==> config.mk <==
export PLATFORM = sky130hd
export DESIGN_NAME = pipe_regs
export DESIGN_NICKNAME = d
export VERILOG_FILES = /design/src/rtl/pipe_regs_pkg.sv /design/src/rtl/pipe_stage_reg.sv /design/src/rtl/pipe_regs.sv
export SDC_FILE = /design/constraint.sdc
export NUM_CORES = 1
export LEC_CHECK = 0
export CAP_MARGIN = 5
export CORE_AREA = 2 2 536 538
export DETAILED_ROUTE_END_ITERATION = 7
export DIE_AREA = 0 0 538 540
export GPL_TIMING_DRIVEN = 0
export PLACE_DENSITY = 0.3
export SLEW_MARGIN = 25
export SYNTH_ARGS = -nofsm -noshare
export SYNTH_HDL_FRONTEND = slang
export SYNTH_SLANG_ARGS = --single-unit
==> constraint.sdc <==
create_clock -name clk -period 1.9 [get_ports clk]
set_input_delay 0.38 -clock clk [delete_from_list [all_inputs] [get_ports clk]]
set_output_delay 0.38 -clock clk [all_outputs]
set_load 0.05 [all_outputs]
==> src/rtl/pipe_regs_pkg.sv <==
// Shared constants for the five-stage pipeline registers: status and icode
// encodings, register-ID sentinel, bundle widths/layouts and bubble values.
package pipe_regs_pkg;

    localparam logic [3:0] STAT_AOK = 4'b0001;
    localparam logic [3:0] STAT_HLT = 4'b0010;
    localparam logic [3:0] STAT_ADR = 4'b0100;
    localparam logic [3:0] STAT_INS = 4'b1000;

    localparam logic [3:0] INOP    = 4'h1;
    localparam logic [3:0] IHALT   = 4'h0;
    localparam logic [3:0] IRET    = 4'h9;
    localparam logic [3:0] IJXX    = 4'h7;
    localparam logic [3:0] IMRMOVQ = 4'h5;
    localparam logic [3:0] IPOPQ   = 4'hB;

    localparam logic [3:0] RNONE = 4'hF;

    localparam int unsigned F_W = 64;
    localparam int unsigned D_W = 148;
    localparam int unsigned E_W = 184;
    localparam int unsigned M_W = 145;
    localparam int unsigned W_W = 144;

    typedef struct packed {
        logic [3:0]  stat;
        logic [3:0]  icode;
        logic [3:0]  ifun;
        logic [3:0]  ra;
        logic [3:0]  rb;
        logic [63:0] valc;
        logic [63:0] valp;
    } d_bundle_t;

    // valB carries only its low 28 bits; srcA/srcB occupy the remaining tail
    typedef struct packed {
        logic [3:0]  stat;
        logic [3:0]  icode;
        logic [3:0]  ifun;
        logic [63:0] valc;
        logic [63:0] vala;
        logic [27:0] valb;
        logic [3:0]  dste;
        logic [3:0]  dstm;
        logic [3:0]  srca;
        logic [3:0]  srcb;
    } e_bundle_t;

    typedef struct packed {
        logic [3:0]  stat;
        logic [3:0]  icode;
        logic        cnd;
        logic [63:0] vale;
        logic [63:0] vala;
        logic [3:0]  dste;
        logic [3:0]  dstm;
    } m_bundle_t;

    typedef struct packed {
        logic [3:0]  stat;
        logic [3:0]  icode;
        logic [63:0] vale;
        logic [63:0] valm;
        logic [3:0]  dste;
        logic [3:0]  dstm;
    } w_bundle_t;

    localparam logic [F_W-1:0] F_BUBBLE = '0;
    localparam logic [D_W-1:0] D_BUBBLE = {STAT_AOK, INOP, 4'h0, RNONE, RNONE, 64'h0, 64'h0};
    localparam logic [E_W-1:0] E_BUBBLE = {STAT_AOK, INOP, 4'h0, 64'h0, 64'h0, 28'h0,
                                           RNONE, RNONE, RNONE, RNONE};
    localparam logic [M_W-1:0] M_BUBBLE = {STAT_AOK, INOP, 1'b0, 64'h0, 64'h0, RNONE, RNONE};
    localparam logic [W_W-1:0] W_BUBBLE = {STAT_AOK, INOP, 64'h0, 64'h0, RNONE, RNONE};

endpackage

==> src/rtl/pipe_stage_reg.sv <==
// One pipeline register with optional stall (hold) and bubble (inject NOP).
// Priority per edge: rst > stall > bubble > load; reset loads BUBBLE_VAL.
module pipe_stage_reg #(
    parameter int unsigned     WIDTH      = 64,
    parameter bit              HAS_STALL  = 1'b1,
    parameter bit              HAS_BUBBLE = 1'b1,
    parameter logic [WIDTH-1:0] BUBBLE_VAL = '0
) (
    input  logic             clk,
    input  logic             rst,
    input  logic             stall,
    input  logic             bubble,
    input  logic [WIDTH-1:0] din,
    output logic [WIDTH-1:0] dout
);

    logic stall_en;
    logic bubble_en;

    assign stall_en  = HAS_STALL && stall;
    assign bubble_en = HAS_BUBBLE && bubble;

    always_ff @(posedge clk) begin
        if (rst) begin
            dout <= BUBBLE_VAL;
        end else if (stall_en) begin
            dout <= dout;
        end else if (bubble_en) begin
            dout <= BUBBLE_VAL;
        end else begin
            dout <= din;
        end
    end

endmodule

==> src/rtl/pipe_regs.sv <==
// F/D/E/M/W pipeline registers with sticky illegal-control flag.
// Define PIPE_PERF_EN to add saturating stall_cnt/bubble_cnt outputs.
module pipe_regs
    import pipe_regs_pkg::*;
(
    input  logic           clk,
    input  logic           rst,
    input  logic [F_W-1:0] f_predPC,
    input  logic [D_W-1:0] d_in,
    input  logic [E_W-1:0] e_in,
    input  logic [M_W-1:0] m_in,
    input  logic [W_W-1:0] w_in,
    input  logic           F_stall,
    input  logic           D_stall,
    input  logic           D_bubble,
    input  logic           E_bubble,
    input  logic           M_bubble,
    input  logic           W_stall,
    output logic [F_W-1:0] F_predPC,
    output logic [D_W-1:0] D_out,
    output logic [E_W-1:0] E_out,
    output logic [M_W-1:0] M_out,
    output logic [W_W-1:0] W_out,
    output logic           ctl_err
`ifdef PIPE_PERF_EN
    ,
    output logic [31:0]    stall_cnt,
    output logic [31:0]    bubble_cnt
`endif
);

    pipe_stage_reg #(.WIDTH(F_W), .HAS_STALL(1'b1), .HAS_BUBBLE(1'b0), .BUBBLE_VAL(F_BUBBLE)) u_f (
        .clk(clk), .rst(rst), .stall(F_stall), .bubble(1'b0), .din(f_predPC), .dout(F_predPC)
    );

    pipe_stage_reg #(.WIDTH(D_W), .HAS_STALL(1'b1), .HAS_BUBBLE(1'b1), .BUBBLE_VAL(D_BUBBLE)) u_d (
        .clk(clk), .rst(rst), .stall(D_stall), .bubble(D_bubble), .din(d_in), .dout(D_out)
    );

    pipe_stage_reg #(.WIDTH(E_W), .HAS_STALL(1'b0), .HAS_BUBBLE(1'b1), .BUBBLE_VAL(E_BUBBLE)) u_e (
        .clk(clk), .rst(rst), .stall(1'b0), .bubble(E_bubble), .din(e_in), .dout(E_out)
    );

    pipe_stage_reg #(.WIDTH(M_W), .HAS_STALL(1'b0), .HAS_BUBBLE(1'b1), .BUBBLE_VAL(M_BUBBLE)) u_m (
        .clk(clk), .rst(rst), .stall(1'b0), .bubble(M_bubble), .din(m_in), .dout(M_out)
    );

    pipe_stage_reg #(.WIDTH(W_W), .HAS_STALL(1'b1), .HAS_BUBBLE(1'b0), .BUBBLE_VAL(W_BUBBLE)) u_w (
        .clk(clk), .rst(rst), .stall(W_stall), .bubble(1'b0), .din(w_in), .dout(W_out)
    );

    // Stall+bubble on D resolves to a hold inside u_d; here it is only flagged
    always_ff @(posedge clk) begin
        if (rst) begin
            ctl_err <= 1'b0;
        end else if (D_stall && D_bubble) begin
            ctl_err <= 1'b1;
        end
    end

`ifdef PIPE_PERF_EN
    logic [31:0] stall_cnt_q;
    logic [31:0] bubble_cnt_q;

    always_ff @(posedge clk) begin
        if (rst) begin
            stall_cnt_q  <= '0;
            bubble_cnt_q <= '0;
        end else begin
            if ((F_stall || D_stall || W_stall) && (stall_cnt_q != '1)) begin
                stall_cnt_q <= stall_cnt_q + 32'd1;
            end
            if ((D_bubble || E_bubble || M_bubble) && (bubble_cnt_q != '1)) begin
                bubble_cnt_q <= bubble_cnt_q + 32'd1;
            end
        end
    end

    assign stall_cnt  = stall_cnt_q;
    assign bubble_cnt = bubble_cnt_q;
`endif

endmodule

==> results of run 1 <==
-- layout make-up --
type / instances / area [um2] / area share [%]
Multi-Input combinational cell: 1195 / 7383 / 17.82
Buffer: 149 / 777.0 / 1.876
Clock inverter: 28 / 310.3 / 0.7490
Timing Repair Buffer: 1394 / 11480 / 27.72
Antenna cell: 34 / 85.08 / 0.2054
Clock buffer: 145 / 2904 / 7.010
Sequential cell: 686 / 13780 / 33.25
Tap cell: 3762 / 4707 / 11.36
-- cells in the final DEF, fill, tap and decap left out --
cell / n
clkdlybuf4s50_1: 688
dfxtp_1: 658
buf_2: 433
and2_1: 301
buf_4: 289
nor2_1: 210
mux2i_1: 198
nand2_1: 138
nand2b_1: 138
o22ai_1: 138
clkbuf_16: 102
clkbuf_1: 71
buf_6: 49
diode_2: 34
or3_1: 28
dfxtp_2: 25
clkbuf_8: 19
clkbuf_2: 14
clkinv_2: 14
dlygate4sd3_1: 13
a21oi_1: 10
nor2b_1: 10
a211o_1: 10
nor3b_1: 10
bufinv_16: 4
clkbuf_4: 3
clkinv_4: 3
clkinvlp_4: 3
dfxtp_4: 3
nor2_4: 2
buf_1: 2
clkinv_8: 2
buf_8: 2
buf_12: 2
or2_1: 1
nor4_1: 1
clkinv_16: 1
inv_6: 1
dlygate4sd2_1: 1
-- registers in the layout, summed over array words and instances (netlist names) --
signal    flops
u_e.dout    184
u_w.dout    144
ctl_err       1
u_d.dout    148
u_m.dout    145
u_f.dout     64
-- routing by layer --
metal  part of all wire, %  GRT usage [%]  routed length (um)
met1                    33          11.69               63030
met2                    48          21.54               91540
met3                    15          8.166               27820
met4                   3.3          4.351                6188
met5                  0.30              0                 568
-- cell families after synthesis --
family,Yosys count,share of synthesized area [%]
buf+inv,149,3.467
compound gates,158,4.577
simple gates,839,20.09
mux,198,9.063
flops,686,62.80
-- final timing paths --
kind / end / start / cells past startpoint
min reg2reg: u_w.dout[5]$_SDFFE_PP1N_ / u_w.dout[5]$_SDFFE_PP1N_ / 1
max: M_out[95] / u_m.dout[95]$_SDFF_PP0_ / 1
min: u_e.dout[25]$_SDFF_PP0_ / e_in[25] / 2
max reg2reg: u_d.dout[127]$_SDFFE_PP0N_ / u_d.dout[127]$_SDFFE_PP0N_ / 2
-- power by group through the flow --
stage                     combinational [mW]  clock [mW]  sequential [mW]
after floorplan                         1.17           0             18.0
after global placement                  7.55           0             15.7
after detailed placement                7.53           0             15.7
after CTS                               7.19        19.7             15.4
after global routing                    7.38        20.1             15.5
final                                   7.00        18.7             15.4
-- timing repair --
| action | 4_1_cts | 5_1_grt |
|---|---|---|
| hold buffers | 13 | 0 |
| setup endpoints to repair | 781 | 2 |
| pin swaps | 1 | 0 |
| endpoints found under the hold margin | 22 | 0 |
| buffers inserted | 5 | 0 |
| resized for setup | 3815 | 2 |
==> results.py, run 1 <==
metrics = {
    "pwr": {
        "switching_share_pct": 30.21,
        "p_seq_share_pct": 37.4,
        "powerDensity_nw_per_um2": 993.2,
        "p_clk_share_pct": 45.5,
        "vdd.ir_drop.worst_v": 0.0007063,
        "p_total_mw": 41.15,
        "p_switching_mw": 12.43,
        "pwr-share-comb_pct": 17.0,
        "internal-power_mw": 28.72,
        "p_leak_nw": 17.10,
    },
    "synthesis": {
        "yosys-top-cells-area": "dfxtp_1 63%, mux2i_1 9.1%, and2_1 8.6%, nand2b_1 3.9%, o22ai_1 3.9%",
        "ys_seq_area_share_pct": 62.80,
        "ys.flop_type": "dfxtp_1",
        "ys_async_sr_fraction_pct": 0,
        "synth_edf_count": 0,
        "synthCells": 2030,
        "synth_cell_type_count": 21,
        "yosysTopAreaCell": "dfxtp_1",
        "synthTopCellsByCount": "686 x dfxtp_1, 301 x and2_1, 211 x nor2_1",
        "synthesis.area_um2": 21870,
        "syn_nets": 2723,
        "yosysMostFrequentCell": "dfxtp_1",
        "yosysWarnings": 0,
        "synth-seq-cells": 686,
        "syn_area_per_cell_um2": 10.77,
        "yosys.area.top_type_share_pct": 62.80,
    },
    "sta": {
        "fin_setup_tns_ns": 0,
        "grt_setup_unrepaired": "no",
        "relSlewSlack_pct": 32.41,
        "min_period_ns": 1.822,
        "hold_viol": 0,
        "fmax_mhz": 548.9,
        "whs_ns": 0.1046,
        "final.period_utilization_pct": 95.89,
        "drv_slew": 0,
        "skew_ns": 0,
        "tightestPinTransition_ns": 1.014,
        "timing.final.ws_setup_ns": 0.07802,
        "setup_viol": 0,
    },
    "global_route": {
        "gr-total-overflow": 0,
        "grt_pass1_vias": 21620,
        "grt_pass1_wl_mm": 234.4,
        "antenna_found_initial": 146,
        "grt.total_usage_pct": 12.44,
        "grt_max_degree": 17,
    },
    "critical_path": {
        "crit_path_end_kind": "output port",
        "crit_path_max_incr_delay_ns": 0.42,
        "path_buf_inv": 1,
        "crit_arrival_ns": 1.44,
        "worstPathRequired_ns": 1.52,
        "slowest_stage": "dfxtp_1",
        "criticalPathCategory": "register to output port",
        "path_cells": "buf_6",
        "path_delay_family": "flip-flops",
        "reg2reg_slack_ns": 1.16,
        "critPathMaxFanout": 1,
        "worst_setup_path_start_kind": "register",
    },
    "clock_tree": {
        "cts-root-buf": "clkbuf_16",
        "clock_sinks": 686,
        "cts_buffer_depth": 4,
        "clk_latency_ns": 0.80,
        "clk_pin_slew_ns": 0.06,
        "cts_tree": "built",
        "cts_buffers": 101,
        "cts.htree.levels": 3,
    },
    "floorplanning": {
        "coreArea_um2": 284500,
        "die_h_um": 540,
        "start_util_pct": 7.687,
        "die-area_um2": 290500,
        "num_rows": 196,
        "die_x_um": 538,
        "io_pins": 1379,
    },
    "final_layout": {
        "finalNetCount": 4220,
        "final_util_pct": 14.56,
        "n_fill_cell": 32510,
        "drive_gt1_share_pct": 26.99,
        "fin_area_um2": 41430,
        "layout.cells.non_filler": 7393,
        "area_growth_pct": 89.44,
    },
    "placed_design": {
        "hpwl_mm": 162.4,
        "place_inst": 7168,
        "place_area_um2": 40370,
        "gp_congestion": 0.8683,
        "preCtsSetupSlack_ns": -1.277,
        "io_buffer_count": 1375,
    },
    "drt": {
        "drtPass1Iterations": 5,
        "drtAntennaViolNets": 0,
        "vias_per_cell": 2.817,
        "route.detailed.drc": 0,
        "num_vias": 20830,
        "drt_iter0_drc": 676,
        "routedWlPerCell_um": 25.58,
        "drt_wl_total_mm": 189.1,
    },
    "job": {
        "drv_cap": 0,
    },
    "worst_hold_path": {
        "hold_class": "primary input to register",
    },
    "outcome": {
        "status": "finished clean",
    },
}
Power figures use the tool's default switching activity.
==> run 2: changes to the inputs <==
CELL_PAD_IN_SITES_DETAIL_PLACEMENT = 0   (was default)
CELL_PAD_IN_SITES_GLOBAL_PLACEMENT = 2   (was default)
CORE_AREA = 2 2 540 542   (was 2 2 536 538)
DIE_AREA = 0 0 542 544   (was 0 0 538 540)
PLACE_DENSITY = 0.38   (was 0.3)
==> run 2 against run 1 <==
  * Count of clock-buffer cells in the layout increased by 7
  * Fmax up 0.39%
  * Wire length is 3.2% lower
  * Power grew 2.0%
  * Register-to-register slack lost 0.03 ns
==> results.py, run 2 (synthesis results as in run 1) <==
metrics = {
    "final_layout": {
        "largest_reg_flops": 184,
        "reg_top3": "u_e.dout: 184 flops, u_d.dout: 148 flops, u_m.dout: 145 flops",
        "fin_area_um2": 41840,
        "drive_gt1_share_pct": 27.79,
        "largest-register": "u_e.dout",
        "layout.cells.non_filler": 7427,
        "area_growth_pct": 91.31,
        "final_cell_mix": "688 x clkdlybuf4s50_1, 645 x dfxtp_1, 354 x buf_2",
        "final_common_cell": "clkdlybuf4s50_1",
        "final_util_pct": 14.46,
        "finalNetCount": 4211,
    },
    "floorplanning": {
        "die_x_um": 542,
        "num_rows": 198,
        "start_util_pct": 7.557,
        "coreArea_um2": 289400,
        "io_pins": 1379,
        "die-area_um2": 294800,
        "die_h_um": 544,
    },
    "global_route": {
        "grt_pass1_wl_mm": 231.1,
        "antenna_found_initial": 68,
        "grt.total_usage_pct": 11.90,
        "grt_pass1_vias": 21940,
        "grt_max_degree": 15,
        "gr-total-overflow": 0,
    },
    "critical_path": {
        "worst_setup_path_start_kind": "primary input",
        "crit_path_end_kind": "register",
        "worstPathRequired_ns": 2.54,
        "critPathMaxFanout": 10,
        "criticalPathCategory": "primary input to register",
        "reg2reg_from": "u_w.dout[5]$_SDFFE_PP1N_",
        "r2r_cells": 1,
        "rr_endpoint": "u_w.dout[5]$_SDFFE_PP1N_",
        "crit_arrival_ns": 2.46,
        "reg2reg_slack_ns": 1.13,
    },
    "sta": {
        "grt_setup_unrepaired": "no",
        "min_period_ns": 1.815,
        "fmax_mhz": 551.0,
        "whs_ns": 0.1200,
        "tightestPinTransition_ns": 0.8104,
        "timing.final.ws_setup_ns": 0.08504,
        "hold_viol": 0,
        "setup_viol": 0,
        "drv_slew": 0,
        "fin_setup_tns_ns": 0,
        "skew_ns": 0,
        "final.period_utilization_pct": 95.52,
        "relSlewSlack_pct": 45.78,
    },
    "placed_design": {
        "preCtsSetupSlack_ns": -1.465,
        "io_buffer_count": 1375,
        "place_inst": 7206,
        "gp_congestion": 0.7658,
        "hpwl_mm": 154.0,
        "place_area_um2": 40410,
    },
    "clock_tree": {
        "clk_pin_slew_ns": 0.06,
        "clock_sinks": 686,
        "clk_latency_ns": 0.77,
        "cts_buffers": 104,
        "cts_tree": "built",
        "cts_buffer_depth": 4,
        "cts.htree.levels": 3,
        "cts-root-buf": "clkbuf_16",
    },
    "drt": {
        "top_layer_used": "met5",
        "num_vias": 20650,
        "route.detailed.drc": 0,
        "route.met3.wl_mm": 24.10,
        "drtPass1Iterations": 4,
        "vias_per_cell": 2.780,
        "drt_iter0_drc": 576,
        "wl_met2_mm": 91.64,
        "drt_wl_total_mm": 183.1,
        "drtAntennaViolNets": 0,
        "routedWlPerCell_um": 24.66,
        "wl_met1_mm": 63.32,
    },
    "outcome": {
        "status": "finished clean",
    },
    "job": {
        "drv_cap": 0,
    },
    "worst_hold_path": {
        "hold_class": "primary input to register",
        "worstHoldEndpoint": "u_m.dout[99]$_SDFF_PP0_",
        "hold_depth": 2,
        "min-delay-start": "m_in[99]",
    },
    "pwr": {
        "p_leak_nw": 17.20,
        "powerDensity_nw_per_um2": 1003,
        "p_total_mw": 41.97,
        "vdd.ir_drop.worst_v": 0.0006322,
    },
}
[run 2: cell count changes in the layout (fill, tap and decap cells not counted), moves of 3 or more]
cell / delta
buf_2: -79
buf_4: +62
buf_8: +7
clkbuf_1: -3
clkbuf_2: +3
clkbuf_4: +6
clkbuf_8: +5
clkinv_2: +5
dfxtp_1: -13
dfxtp_2: +3
dfxtp_4: +10
diode_2: -6
dlygate4sd3_1: -11
[run 2: area by class of cell]
cell class,instances,area [um2]
fill,32990,247500
sequential,686,13820
timing repair buffer,1382,11650
multi-input combinational,1195,7383
tap,3800,4755
clock buffer,152,3023
buffer,149,778.2
clock inverter,35,361.6
antenna,28,70.07
[run 2: report_power, final]
| part | switching, mW | internal [mW] |
|---|---|---|
| registers | 0.354 | 15.1 |
| clock network | 7.98 | 11.6 |
| logic | 4.41 | 2.60 |
[run 2: layer usage]
layer	track usage, %	vias up
met5	0	-
met4	2.517	38
met3	7.065	205
met2	21.28	1069
met1	11.75	9676
li1	-	9657
[run 2: worst max-delay path: stages]
cell and delay [ns]:
clkdlybuf4s50_1 0.62, buf_2 0.50, buf_4 0.38, buf_4 0.38, o22ai_1 0.14
[run 2: repair_timing]
item / CTS / global route
setup endpoints to repair: 931 / 9
endpoints found under the hold margin: 9 / 0
pin swaps: 2 / 0
hold buffers: 2 / 0
buffers inserted: 4 / 0
gates resized for setup: 3931 / 9
[run 2: worst max-delay path by stage]
stage | from | slack [ns] | cells past startpoint | endpoint
floorplan | W_stall | 0.64 | 5 | u_w.dout[100]$_SDFFE_PP0N_
global placement | E_bubble | -2.38 | 5 | u_e.dout[134]$_SDFF_PP0_
detailed placement | E_bubble | -1.47 | 5 | u_e.dout[60]$_SDFF_PP0_
CTS | u_w.dout[103]$_SDFFE_PP0N_ | -0.008 | 1 | W_out[103]
global route | u_d.dout[103]$_SDFFE_PP0N_ | 0.0001 | 1 | D_out[103]
finish | rst | 0.09 | 5 | u_d.dout[146]$_SDFFE_PP0N_
==> run 3: changes to the inputs <==
CORE_AREA = 2 2 544 546   (was 2 2 540 542)
CTS_BUF_LIST = sky130_fd_sc_hd__clkbuf_2 sky130_fd_sc_hd__clkbuf_4 sky130_fd_sc_hd__clkbuf_8   (was default)
DIE_AREA = 0 0 546 548   (was 0 0 542 544)
PLACE_DENSITY = 0.37   (was 0.38)
==> run 3 against run 2 <==
  * Flip-flop and latch count unchanged
  * Register-to-register slack got worse by 0.07 ns
  * Power up 3.9%
  * Highest routed layer unchanged
  * Critical path depth shrank 4
  * Sequential share of layout area is 6.2 points lower
  * Worst hold slack improved by 0.018 ns
  * Wire length up 3.9%
  * Clock power shrank 5%
  * Count of clock-buffer cells in the layout grew 95
  * Core utilization rose by 4.1 points
  * Clock skew unchanged
  * Critical path type is now register to output port
==> results.py, run 3 (synthesis results as in run 1) <==
metrics = {
    "outcome": {
        "status": "finished clean",
    },
    "worst_hold_path": {
        "hold_class": "primary input to register",
    },
    "final_layout": {
        "area_growth_pct": 149.1,
        "n_fill_cell": 32570,
        "layout.cells.non_filler": 8224,
        "seq_area_um2": 14610,
        "final_util_pct": 18.59,
        "finalNetCount": 4867,
        "largest_reg_flops": 184,
        "reg_top3": "u_e.dout: 184 flops, u_d.dout: 148 flops, u_m.dout: 145 flops",
        "drive_gt1_share_pct": 39.15,
        "final_cell_mix": "688 x clkdlybuf4s50_1, 574 x dlygate4sd3_1, 529 x dfxtp_2",
        "fin_area_um2": 54480,
        "multiInputGateArea_um2": 7383,
        "largest-register": "u_e.dout",
        "final_common_cell": "clkdlybuf4s50_1",
    },
    "pwr": {
        "p_clk_share_pct": 42.5,
        "p_switching_mw": 13.32,
        "powerDensity_nw_per_um2": 800.2,
        "pwr-share-comb_pct": 21.4,
        "switching_share_pct": 30.57,
        "p_leak_nw": 21.48,
        "vdd.ir_drop.worst_v": 0.0004440,
        "internal-power_mw": 30.27,
        "p_seq_share_pct": 36.1,
    },
    "placed_design": {
        "place_area_um2": 40560,
        "hpwl_mm": 157.8,
        "place_inst": 7325,
        "io_buffer_count": 1375,
        "gp_congestion": 0.8050,
        "preCtsSetupSlack_ns": -1.612,
    },
    "critical_path": {
        "slowest_stage": "dfxtp_4",
        "path_delay_family": "flip-flops",
        "crit_path_max_incr_delay_ns": 0.41,
        "crit_start": "u_e.dout[135]$_SDFF_PP0_",
        "critPathMaxFanout": 1,
        "worstPathRequired_ns": 1.52,
        "path_depth": 1,
        "reg2reg_from": "u_d.dout[123]$_SDFFE_PP0N_",
        "criticalPathCategory": "register to output port",
        "cp-endpoint": "E_out[135]",
        "worst_setup_path_start_kind": "register",
        "crit_arrival_ns": 1.48,
        "r2r_cells": 4,
        "reg2reg_slack_ns": 1.06,
        "path_cells": "buf_8",
        "crit_path_end_kind": "output port",
        "path_buf_inv": 1,
        "rr_endpoint": "u_d.dout[123]$_SDFFE_PP0N_",
    },
    "sta": {
        "whs_ns": 0.1382,
        "min_period_ns": 1.864,
        "setup_viol": 0,
        "grt_setup_unrepaired": "yes",
        "skew_ns": 0,
        "fmax_mhz": 536.5,
        "tightestPinTransition_ns": 0.9409,
        "drv_slew": 0,
        "timing.final.ws_setup_ns": 0.03598,
        "relSlewSlack_pct": 37.17,
        "hold_viol": 0,
        "final.period_utilization_pct": 98.11,
    },
    "floorplanning": {
        "die_h_um": 548,
        "coreArea_um2": 293100,
        "num_rows": 199,
        "start_util_pct": 7.462,
        "io_pins": 1379,
        "die_x_um": 546,
        "die-area_um2": 299200,
    },
    "drt": {
        "route.detailed.drc": 0,
        "routedWlPerCell_um": 23.13,
        "drt_iter0_drc": 580,
        "drt_wl_total_mm": 190.2,
        "num_vias": 23290,
        "drtPass1Iterations": 4,
        "drtAntennaViolNets": 0,
        "vias_per_cell": 2.832,
    },
    "global_route": {
        "gr-total-overflow": 0,
        "grt_pass1_wl_mm": 247.2,
        "grt.total_usage_pct": 12.30,
        "grt_max_degree": 13,
        "antenna_found_initial": 93,
        "grt_pass1_vias": 25930,
    },
    "clock_tree": {
        "cts_buffer_depth": 4,
        "clk_latency_ns": 0.87,
        "clk_pin_slew_ns": 0.06,
        "cts_tree": "built",
        "cts_buffers": 159,
        "cts.htree.levels": 4,
        "cts-root-buf": "clkbuf_8",
        "clock_sinks": 686,
    },
    "job": {
        "drv_cap": 0,
    },
}
[run 3: changes by cell type in the layout (fill, tap and decap cells not counted), moves of 176 or more]
cell	before	now
buf_8	9	384
buf_2	354	50
dfxtp_1	645	100
dfxtp_2	28	529
dlygate4sd3_1	2	574
buf_12	4	180
buf_4	351	109
[run 3: worst min path at each step]
stage | depth (start not counted) | startpoint | slack (ns) | endpoint
after floorplan | 1 | e_in[0] | 0.48 | u_e.dout[0]$_SDFF_PP1_
after global routing | 2 | e_in[35] | 0.04 | u_e.dout[35]$_SDFF_PP0_
after detailed placement | 1 | u_w.dout[7]$_SDFFE_PP1N_ | 0.45 | u_w.dout[7]$_SDFFE_PP1N_
final | 2 | e_in[53] | 0.14 | u_e.dout[53]$_SDFF_PP0_
after global placement | 1 | u_w.dout[3]$_SDFFE_PP1N_ | 0.45 | u_w.dout[3]$_SDFFE_PP1N_
after CTS | 2 | m_in[143] | 0.00004 | u_m.dout[143]$_SDFF_PP0_
[run 3: per-layer routing]
layer	wire, um	track usage, %	vias to the layer above
met3	23590	6.960	313
li1	-	-	10960
met2	94050	21.70	1237
met1	65350	11.94	10740
met5	264	0	-
met4	6970	4.403	42
[run 3: timing repair]
item                                   4_1_cts  5_1_grt
endpoints found under the hold margin      577        0
hold buffers                               574        0
gates resized for setup                   5689      545
pin swaps                                    2        0
setup endpoints to repair                  949      363
buffers inserted                            23       10
[run 3: final cells by class]
cell class | count | area share, %
repair buffers | 1983 | 43.05
flip-flops and latches | 686 | 26.82
multi-input cells | 1195 | 13.55
well taps | 3919 | 9.001
clock buffers | 247 | 5.643
plain buffers | 149 | 1.426
clock inverters | 18 | 0.3881
diodes | 27 | 0.1240
[run 3: power groups by stage]
stage                     clock network [mW]  registers, mW  logic [mW]
after CTS                               19.7           15.7        9.50
after detailed placement                   0           15.7        7.54
after global routing                    20.2           15.8        9.79
final                                   18.5           15.7        9.32
after floorplan                            0           18.0        1.17
after global placement                     0           15.7        7.58
[run 3: per-stage QoR]
stage / TNS (ns) / total power [mW]
final: 0 / 43.59
after global routing: -2.872 / 45.83
after CTS: -53.67 / 44.95
after detailed placement: -643.42 / 23.26
after global placement: -761.61 / 23.29
after floorplan: 0 / 19.13
